--- src/rtl/usr_pkg.sv ---
// Shared types for the usr_burst shift register / burst serializer.
// Op encodings, FSM states and the beat-counter width helper.
package usr_pkg;

    typedef enum logic [2:0] {
        OP_HOLD = 3'b000,
        OP_LOAD = 3'b001,
        OP_SHL  = 3'b010,
        OP_SHR  = 3'b011,
        OP_ROL  = 3'b100,
        OP_ROR  = 3'b101,
        OP_ASR  = 3'b110,
        OP_CLR  = 3'b111
    } usr_op_t;

    typedef enum logic {
        IDLE  = 1'b0,
        SHIFT = 1'b1
    } usr_state_t;

    function automatic int cnt_width(input int beats);
        return $clog2(beats + 1);
    endfunction

endpackage

--- src/rtl/usr_shift_core.sv ---
// Combinational next-q and outgoing-lane logic for one lane-wide op.
// Burst beats reuse this block through its SHL/SHR paths.
import usr_pkg::*;

module usr_shift_core #(
    parameter int WIDTH = 8,
    parameter int SW    = 1
) (
    input  logic [WIDTH-1:0] q,
    input  usr_op_t          op,
    input  logic [SW-1:0]    serial_in,
    input  logic [WIDTH-1:0] parallel_in,
    output logic [WIDTH-1:0] q_next,
    output logic [SW-1:0]    serial_out,
    output logic             serial_valid
);

    always_comb begin
        q_next       = q;
        serial_out   = '0;
        serial_valid = 1'b0;
        unique case (op)
            OP_HOLD: q_next = q;
            OP_LOAD: q_next = parallel_in;
            OP_SHL: begin
                q_next       = {q[WIDTH-SW-1:0], serial_in};
                serial_out   = q[WIDTH-1 -: SW];
                serial_valid = 1'b1;
            end
            OP_SHR: begin
                q_next       = {serial_in, q[WIDTH-1:SW]};
                serial_out   = q[SW-1:0];
                serial_valid = 1'b1;
            end
            OP_ROL: begin
                q_next       = {q[WIDTH-SW-1:0], q[WIDTH-1 -: SW]};
                serial_out   = q[WIDTH-1 -: SW];
                serial_valid = 1'b1;
            end
            OP_ROR: begin
                q_next       = {q[SW-1:0], q[WIDTH-1:SW]};
                serial_out   = q[SW-1:0];
                serial_valid = 1'b1;
            end
            OP_ASR: begin
                q_next       = {{SW{q[WIDTH-1]}}, q[WIDTH-1:SW]};
                serial_out   = q[SW-1:0];
                serial_valid = 1'b1;
            end
            OP_CLR: q_next = '0;
        endcase
    end

endmodule

--- src/rtl/usr_burst.sv ---
// Universal shift register with an autonomous burst serializer.
// One start shifts a parallel word out over BEATS cycles and captures serial_in.
import usr_pkg::*;

module usr_burst #(
    parameter int WIDTH = 8,
    parameter int SW    = 1
) (
    input  logic             clk,
    input  logic             res,
    input  logic [2:0]       op,
    input  logic             start,
    input  logic             dir,
    input  logic [SW-1:0]    serial_in,
    input  logic [WIDTH-1:0] parallel_in,
    output logic [SW-1:0]    serial_out,
    output logic             serial_valid,
    output logic [WIDTH-1:0] parallel_out,
    output logic             busy,
    output logic             done
);

    localparam int BEATS = WIDTH / SW;
    localparam int CW    = cnt_width(BEATS);

    usr_state_t       state_q, state_n;
    logic [CW-1:0]    cnt_q, cnt_n;
    logic             dir_q, dir_n;
    logic             done_q, done_n;
    logic [WIDTH-1:0] q, q_n;

    usr_op_t          core_op;
    logic [WIDTH-1:0] core_q;

    // During a burst the core is steered to plain SHL/SHR by the latched dir.
    always_comb begin
        core_op = usr_op_t'(op);
        if (state_q == SHIFT)
            core_op = dir_q ? OP_SHR : OP_SHL;
    end

    usr_shift_core #(
        .WIDTH (WIDTH),
        .SW    (SW)
    ) u_core (
        .q            (q),
        .op           (core_op),
        .serial_in    (serial_in),
        .parallel_in  (parallel_in),
        .q_next       (core_q),
        .serial_out   (serial_out),
        .serial_valid (serial_valid)
    );

    always_comb begin
        state_n = state_q;
        cnt_n   = cnt_q;
        dir_n   = dir_q;
        done_n  = 1'b0;
        q_n     = q;
        unique case (state_q)
            IDLE: begin
                if (start) begin
                    q_n     = parallel_in;
                    dir_n   = dir;
                    cnt_n   = CW'(BEATS);
                    state_n = SHIFT;
                end else begin
                    q_n = core_q;
                end
            end
            SHIFT: begin
                q_n   = core_q;
                cnt_n = cnt_q - CW'(1);
                if (cnt_q == CW'(1)) begin
                    state_n = IDLE;
                    done_n  = 1'b1;
                end
            end
        endcase
    end

    always_ff @(posedge clk or posedge res) begin
        if (res) begin
            state_q <= IDLE;
            cnt_q   <= '0;
            dir_q   <= 1'b0;
            done_q  <= 1'b0;
            q       <= '0;
        end else begin
            state_q <= state_n;
            cnt_q   <= cnt_n;
            dir_q   <= dir_n;
            done_q  <= done_n;
            q       <= q_n;
        end
    end

    assign parallel_out = q;
    assign busy         = (state_q == SHIFT);
    assign done         = done_q;

endmodule

--- config.mk ---
export PLATFORM = sky130hd
export DESIGN_NAME = usr_burst
export DESIGN_NICKNAME = d
export VERILOG_FILES = /design/src/rtl/usr_pkg.sv /design/src/rtl/usr_shift_core.sv /design/src/rtl/usr_burst.sv
export SDC_FILE = /design/constraint.sdc
export NUM_CORES = 1
export LEC_CHECK = 0
export CAP_MARGIN = 20
export CORE_ASPECT_RATIO = 1.1
export CORE_MARGIN = 3
export CORE_UTILIZATION = 35
export CTS_CLUSTER_DIAMETER = 80
export DETAILED_ROUTE_END_ITERATION = 7
export PLACE_DENSITY_LB_ADDON = 0.12
export SLEW_MARGIN = 20
export SYNTH_ARGS = -nofsm -noshare
export SYNTH_HDL_FRONTEND = slang
export SYNTH_HIERARCHICAL = 1
export SYNTH_SLANG_ARGS = --single-unit
--- constraint.sdc ---
create_clock -name clk -period 3.6 [get_ports clk]
set_clock_uncertainty 0.05 [all_clocks]
set_input_delay 0.72 -clock clk [delete_from_list [all_inputs] [get_ports clk]]
set_output_delay 0.72 -clock clk [all_outputs]
set_load 0.01 [all_outputs]
==> results list, run 1 <==
- The run finished with clean final reports.
* Global-route usage over all layers: 15.1%
- Number of standard cells after synthesis: 123
- For this run, the leading register cell type out of synthesis is dfrtp_1.
- Uppermost signal routing layer after detailed routing: met4
- Path class of the lowest-slack min-delay path: flop to flop
- Metal3 WL: 116 um
* Effective utilization at floorplan: 37.7%
- After layout, the worst path uses 89.6% of the clock period.
* IO buf count: 27
* Net count after synthesis: 141
* Routed via count: 1,001
* Top post-synthesis cells by area: dfrtp_1, mux2_2, buf_6
* Number of antenna-violating nets in the routed design: 0
- Number of enable-type register cells in the synthesized netlist: 0
- Along the worst path, the maximum fanout reaches 10.
- Compared with the post-synthesis result, the final layout area differs by 25.3%.
* Share of flip-flops with an asynchronous set or reset: 100%
- Data on the critical path arrives at its endpoint at 2.46 ns.
* Met2 layer wire length in the routed design: 1240 um
- Unrepaired setup endpoints after global routing: false
- # H-tree levels: 1
* Number of global-route vias before repair: 987
- From bottom edge to top edge, the die measures 66.9 um.
- Gates resized during post-CTS repair numbered 0.
- Cell area after technology mapping: 1180 um^2
- Number of pins exceeding their max-slew limit in the final report: 0
* Clock latency reported for the late side of the worst-skew pair: 0.29 ns
- In the final layout, the share of cells above drive strength 1 is 20.1%.
- Summed over its instances, the top area cell type makes up 31.8% of the synthesized netlist area.
- Once the clock tree was built, the setup fixing pass inserted 0 buffers.
- Maximum VDD drop: 338 uV
- The hold violation total from the final report came to 0.
* Dominant cell type by area after synthesis: dfrtp_1
- Averaged over all synthesized cells, the footprint is 9.58 um^2.
- The worst setup path is captured at an output pin.
- Clock tree from TritonCTS: built
- Drt pass-1 iters: 4
- Clock tree synthesis found a total of 15 sinks.
- No sink is reached through more buffers than the 2 on the longest clock path.
* Tightest Pin Transition: 0.621 ns
* Number of storage elements in the synthesis netlist: 15
- After the first detailed-routing iteration, the DRC count stood at 15.
- Post-synthesis sequential area ratio: 31.8%
- After detailed routing, the total wire length is 2670 um.
- During synthesis, Yosys emitted a total of 6 warnings.
- In the routed design, unresolved DRC markers number 0.
- Maximum number of pins on one net before global-route repair: 18
- Counting distinct cell types in the post-synthesis netlist gives 41.
- Antenna diodes: 0
- Floorplan Core Area: 3130 um^2
- Root buffer cell: clkbuf_4
- In this run, placement finished with an instance count of 179.
- Post-DP HPWL: 1960 um
- Count of endpoints failing setup in the final report: 0
* Metal-1 WL: 1260 um
- 28 I/O pins were placed.
- Top cell types by occurrence after synthesis: dfrtp_1, mux2_2, nor2_1
- Final routed wire length divided by cell count: 14.6 um
- After clock tree synthesis, the clock-pin slew on the worst setup and hold paths is 0.10 ns.
* Leakage Power: 0.615 nW
* Min cycle time layout: 3.23 ns
* Rel. slew slack: 58.5%
- For this design, the CTS-stage hold fixing added 0 buffers.
* Final layout net count: 168
* Accumulated negative setup slack: 0 ns
- For this run the aggregate overflow at the end of global routing stands at 0.
- Crit path required time: 2.83 ns
* Max Fclk: 310 MHz
- Across the run, the number of max-cap violations was 0.
- In this run the core area contains 21 standard-cell rows.
- Die outline area: 4100 um^2
* Number of buffers inserted during clock tree synthesis: 3
- Via count normalized by instance count: 5.47
* Antenna violations before repair: 0
- By instance count, the leading cell after synthesis is dfrtp_1.
- Final estimated routing congestion in global placement: 0.841
* Wire length of the first global-routing pass: 4530 um
- The setup path with the least slack is of type primary input to output pin.
* Type of origin of the critical path: primary input
- Ratio of total power to cell area: 874 nW/um^2
- The die is 61.3 um wide.
- Register-to-register path setup slack: 1.29 ns
- Post-route non-filler standard cell count: 183
-- area by class of cell --
type	instances	area [um^2]
Fill cell	320	1650
Multi-Input combinational cell	92	698
Sequential cell	15	375
Timing Repair Buffer	32	308
Tap cell	34	42.5
Clock buffer	3	22.5
Inverter	6	22.5
Clock inverter	1	7.51
-- cells in the final DEF (no fill, tap or decap), types with 2 or more instances in the layout --
cell type        count
o221ai_1             2
mux2_2              11
clkbuf_4             3
a22o_1               2
buf_4                5
a21oi_2              2
nor2b_1              3
o311ai_0             2
nor3b_1              2
o22a_1               2
inv_1                6
a21oi_1              5
o21ai_0              4
a21o_1               2
nand2b_1             4
nand2_1              9
nor3_1               3
dfrtp_1             15
nor2_1              11
maj3_2               2
clkdlybuf4s50_1     27
mux2i_1              4
ha_1                 2
nand3_1              2
o211ai_1             2
-- final timing paths --
path	start	endpoint	cells past startpoint
worst min register to register	cnt_q[3]	done	1
min in group asynchronous	res	dir_q	2
max in group asynchronous	res	parallel_out[6]	2
worst min-delay path	cnt_q[3]	done	1
worst max-delay path	op[1]	serial_out	5
worst max register to register	busy	parallel_out[3]	7
-- power breakdown --
| part | total (mW) | switching (mW) | internal (mW) |
|---|---|---|---|
| clock network | 0.104 | 0.0613 | 0.0422 |
| registers | 0.347 | 0.0920 | 0.255 |
| logic | 0.840 | 0.378 | 0.462 |
-- flip-flops by register name (all words and copies together), names as in the netlist --
name and flops:
busy 1, done 1, dir_q 1, parallel_out 8
cnt_q 4
-- metrics by stage --
step                hold WS (ns)  utilization [%]  area (um^2)  power, mW  setup slack, ns
floorplan                  0.391                -         1180      0.982             1.13
global route               0.473             47.2         1480       1.42            0.281
CTS                        0.429             47.2         1480       1.30            0.367
finish                     0.421             47.2         1480       1.29            0.373
global placement           0.415             46.3         1450       1.18            0.401
detailed placement         0.415             46.3         1450       1.19            0.372
-- layer usage --
metal | up-vias | track usage [%]
met5 | - | 0
li1 | 493 | -
met4 | 0 | 6.37
met3 | 6 | 4.07
met1 | 471 | 20.0
met2 | 31 | 22.6
-- critical path: stages --
cell             delay (ns)
clkdlybuf4s50_1        0.40
or2_2                  0.40
xor2_4                 0.24
a22o_1                 0.16
clkdlybuf4s50_1        0.53
-- cell families (layout without fill, tap and decap cells) --
logic type	Yosys count	after routing	share of synthesized area [%]
AND/OR/NAND/NOR	41	41	18.6
adder cells (fa/ha/maj)	5	5	4.88
flip-flops	15	15	31.8
multiplexers	15	15	13.9
buffers and inverters	16	42	9.13
XOR/XNOR	2	2	3.08
AO/OA/AOI/OAI	29	29	18.6
No activity file was read; power rests on OpenSTA's default activity.
==> run 2: changes to the inputs <==
- CELL_PAD_IN_SITES_DETAIL_PLACEMENT: not set -> 0
- CELL_PAD_IN_SITES_GLOBAL_PLACEMENT: not set -> 1
==> run 2 against run 1 <==
Total power is 0.41% higher. Critical path type unchanged. Non-clock buffer count stayed put. Highest routed layer unchanged. Clock-buffer cell count is 1 higher. Register-to-register slack worse by 0.02 ns.
==> results list, run 2 (synthesis gave the netlist of run 1 again) <==
- The flip-flop count of the largest register, all copies and words added was 8 (unchanged).
* Maximum single-stage delay on the critical path: 0.53 ns (about the same)
- Register area: 375 um^2 (unchanged)
- The number of buffers on the longest clock path was 2 (unchanged).
- Min cycle time layout: 3.23 ns (-0.000840 ns)
- Max stage delay cell, worst path: clkdlybuf4s50_1
- Tightest Pin Transition: 0.625 ns (+0.00362 ns)
- The power density over the cells came to 880 nW/um^2 (+0.67%).
- Following the worst setup path forward leads to its endpoint at serial_out.
* Length in cells of the worst reg-to-reg path: 7 (unchanged)
- The worst setup path is captured at an output pin.
- Commonest non-fill, non-tap cells in the layout: clkdlybuf4s50_1, dfrtp_1, mux2_2, nor2_1, nand2_1
- The diode insertion count for antenna repair is 0 (unchanged).
- Grouping stages by cell kind, the critical path spends the most delay in buffers and inverters.
* Register clock-pin slew on the reported worst setup and hold paths: 0.09 ns (about the same)
- Resize count post-CTS: 0 (unchanged)
* Start point of the critical path: op[1]
- Total number of cells along the worst setup path: 5 (unchanged)
- Post-route worst hold slack: 0.435 ns (+0.0138 ns)
- The first-pass GRT wire length is 4690 um (+3.7%).
- The internal reg-to-reg setup slack is 1.27 ns (-0.02 ns).
* Ratio of final minimum period to clock period: 89.6% (about the same)
- The run finished with clean final reports.
- The area growth from synthesis to layout is 24.9%.
- The worst endpoint data arrival time came to 2.46 ns (about the same).
- The final weighted congestion in routability-driven placement is 0.790 (-6.0%).
- The number of nets in the final layout is 168 (unchanged).
* Leading cell type in the layout, fill and taps excluded: clkdlybuf4s50_1
- Dpl ws: 0.375 ns (+0.00385 ns)
* Post-CTS setup buffer count: 0 (unchanged)
- Source of the worst hold timing path: cnt_q[3]
- The final count of negative-setup-slack endpoints is 0 (unchanged).
- Combined buffer and inverter count along the critical path: 2 (unchanged)
- Maximum number of pins on one net before global-route repair: 19 (+1)
- The number of port buffers is 27 (unchanged).
* Unrepaired setup endpoints after global routing: false
- The maximum ir drop on the vdd rail is 376 uV (+11%).
- TritonCTS built the clock tree.
- Root buffer cell: clkbuf_4
- The detailed-route vias per instance was 5.46 (-0.20%).
- Detailed-route wire length: 2780 um (+4.0%)
* Die outline area: 4100 um^2 (unchanged)
- The total chip power came to 1.30 mW (+0.41%).
- The starting density of the core came to 37.7% (unchanged).
- The worst endpoint required time came to 2.83 ns (about the same).
- The number of cell rows came to 21 (unchanged).
- Int Power: 761 uW (+0.20%)
- The worst hold path belongs to the class flop to flop.
- The count of pins on the block boundary is 28 (unchanged).
- The residual overflow from global routing was 0 (unchanged).
* Drt pass-1 iters: 4 (unchanged)
- Type of origin of the critical path: primary input
- The post-route core utilization was 47.1% (-0.12 points).
- # H-tree levels: 1 (unchanged)
- Die Span X: 61.3 um (unchanged)
- Final routed wire length divided by cell count: 15.2 um (+4.0%)
- DRC violation count after routing: 0 (unchanged)
- Max-cap check violation count: 0 (unchanged)
- The area of the core was 3130 um^2 (unchanged).
- The part of the power in combinational logic was 65.1% (about the same).
- Rel. slew slack: 58.3% (-0.20 points)
- Number of antenna-violating nets in the routed design: 0 (unchanged)
- Critical Path Fanout Max: 12 (+2)
- The number of antenna violations at the first check in global routing is 0 (unchanged).
- # clock sinks: 15 (unchanged)
- In this run the critical register-to-register path is captured at parallel_out[3].
- The leakage component of the power was 0.616 nW (+0.17%).
* Accumulated negative setup slack: 0 ns (unchanged)
- Hold Vio Cnt, Final: 0 (unchanged)
* Global-route usage over all layers: 15.3% (+0.25 points)
- Clock Power Share: 7.8% (-0.2 points)
- Post-DP HPWL: 2100 um (+7.4%)
* Clock latency reported for the late side of the worst-skew pair: 0.28 ns (about the same)
- Hold Buf Count CTS: 0 (unchanged)
* Violation count after the first detailed-routing iteration: 76 (+61)
* Routed via count: 999 (-0.20%)
* Number of pins exceeding their max-slew limit in the final report: 0 (unchanged)
- Sw power: 535 uW (+0.72%)
- Max Fclk: 310 MHz (about the same)
- Switching share of total power: 41.3% (+0.13 points)
* Setup ws final: 0.374 ns (+0.000840 ns)
- The combined area of the multi-input logic cells is 698 um^2 (unchanged).
* Fraction of layout cells with a size suffix above 1: 19.5% (-0.67 points)
- The via count of the first global-routing pass was 1,007 (+2.0%).
- The number of CTS-inserted buffers is 3 (unchanged).
* Type of the worst setup path: primary input to output pin
- In this run the critical register-to-register path is launched from busy.
- Number of inserted filler cells in the final layout: 320 (unchanged)
- Most frequent cell on the critical path: clkdlybuf4s50_1
- The sequential power share came to 27.1% (+0.2 points).
- Sequence of cells on the critical path: clkdlybuf4s50_1 > or2_2 > xor2_4 > a22o_1 > clkdlybuf4s50_1
- Floorplan die height: 66.9 um (unchanged)
-- run 2: final cells by class --
class,instances,area share [%]
Inverter,6,1.53
Timing Repair Buffer,32,20.9
Sequential cell,15,25.5
Multi-Input combinational cell,92,47.4
Clock buffer,4,1.78
Tap cell,34,2.89
-- run 2: metrics by stage --
step                      area, um^2  cells
after floorplan                 1180    123
after global placement          1450    179
after detailed placement        1450    179
after CTS                       1470    183
after global routing            1470    183
final                           1470    183
-- run 2: worst min-delay path by stage --
stage	slack, ns	depth (start not counted)	endpoint
after floorplan	0.39	1	done
after global placement	0.42	1	cnt_q[3]
after detailed placement	0.42	1	done
after CTS	0.44	1	done
after global routing	0.47	1	done
final	0.44	1	done
-- run 2: power groups by stage --
| stage | Sequential (mW) | Clock (mW) | Combinational, mW |
|---|---|---|---|
| 2_1_floorplan | 0.346 | 0 | 0.635 |
| 3_3_place_gp | 0.355 | 0 | 0.840 |
| 3_5_place_dp | 0.356 | 0 | 0.849 |
| 4_1_cts | 0.354 | 0.105 | 0.852 |
| 5_1_grt | 0.368 | 0.114 | 0.944 |
| 6_report | 0.351 | 0.101 | 0.844 |
-- run 2: per-layer routing --
| layer | vias to the layer above | global-route usage (%) | share of wire (%) |
|---|---|---|---|
| met2 | 21 | 25.7 | 50 |
| met4 | 0 | 5.57 | 1.3 |
| met5 | - | 0 | 0 |
| met1 | 483 | 19.7 | 45 |
| li1 | 491 | - | - |
| met3 | 4 | 1.94 | 3.5 |
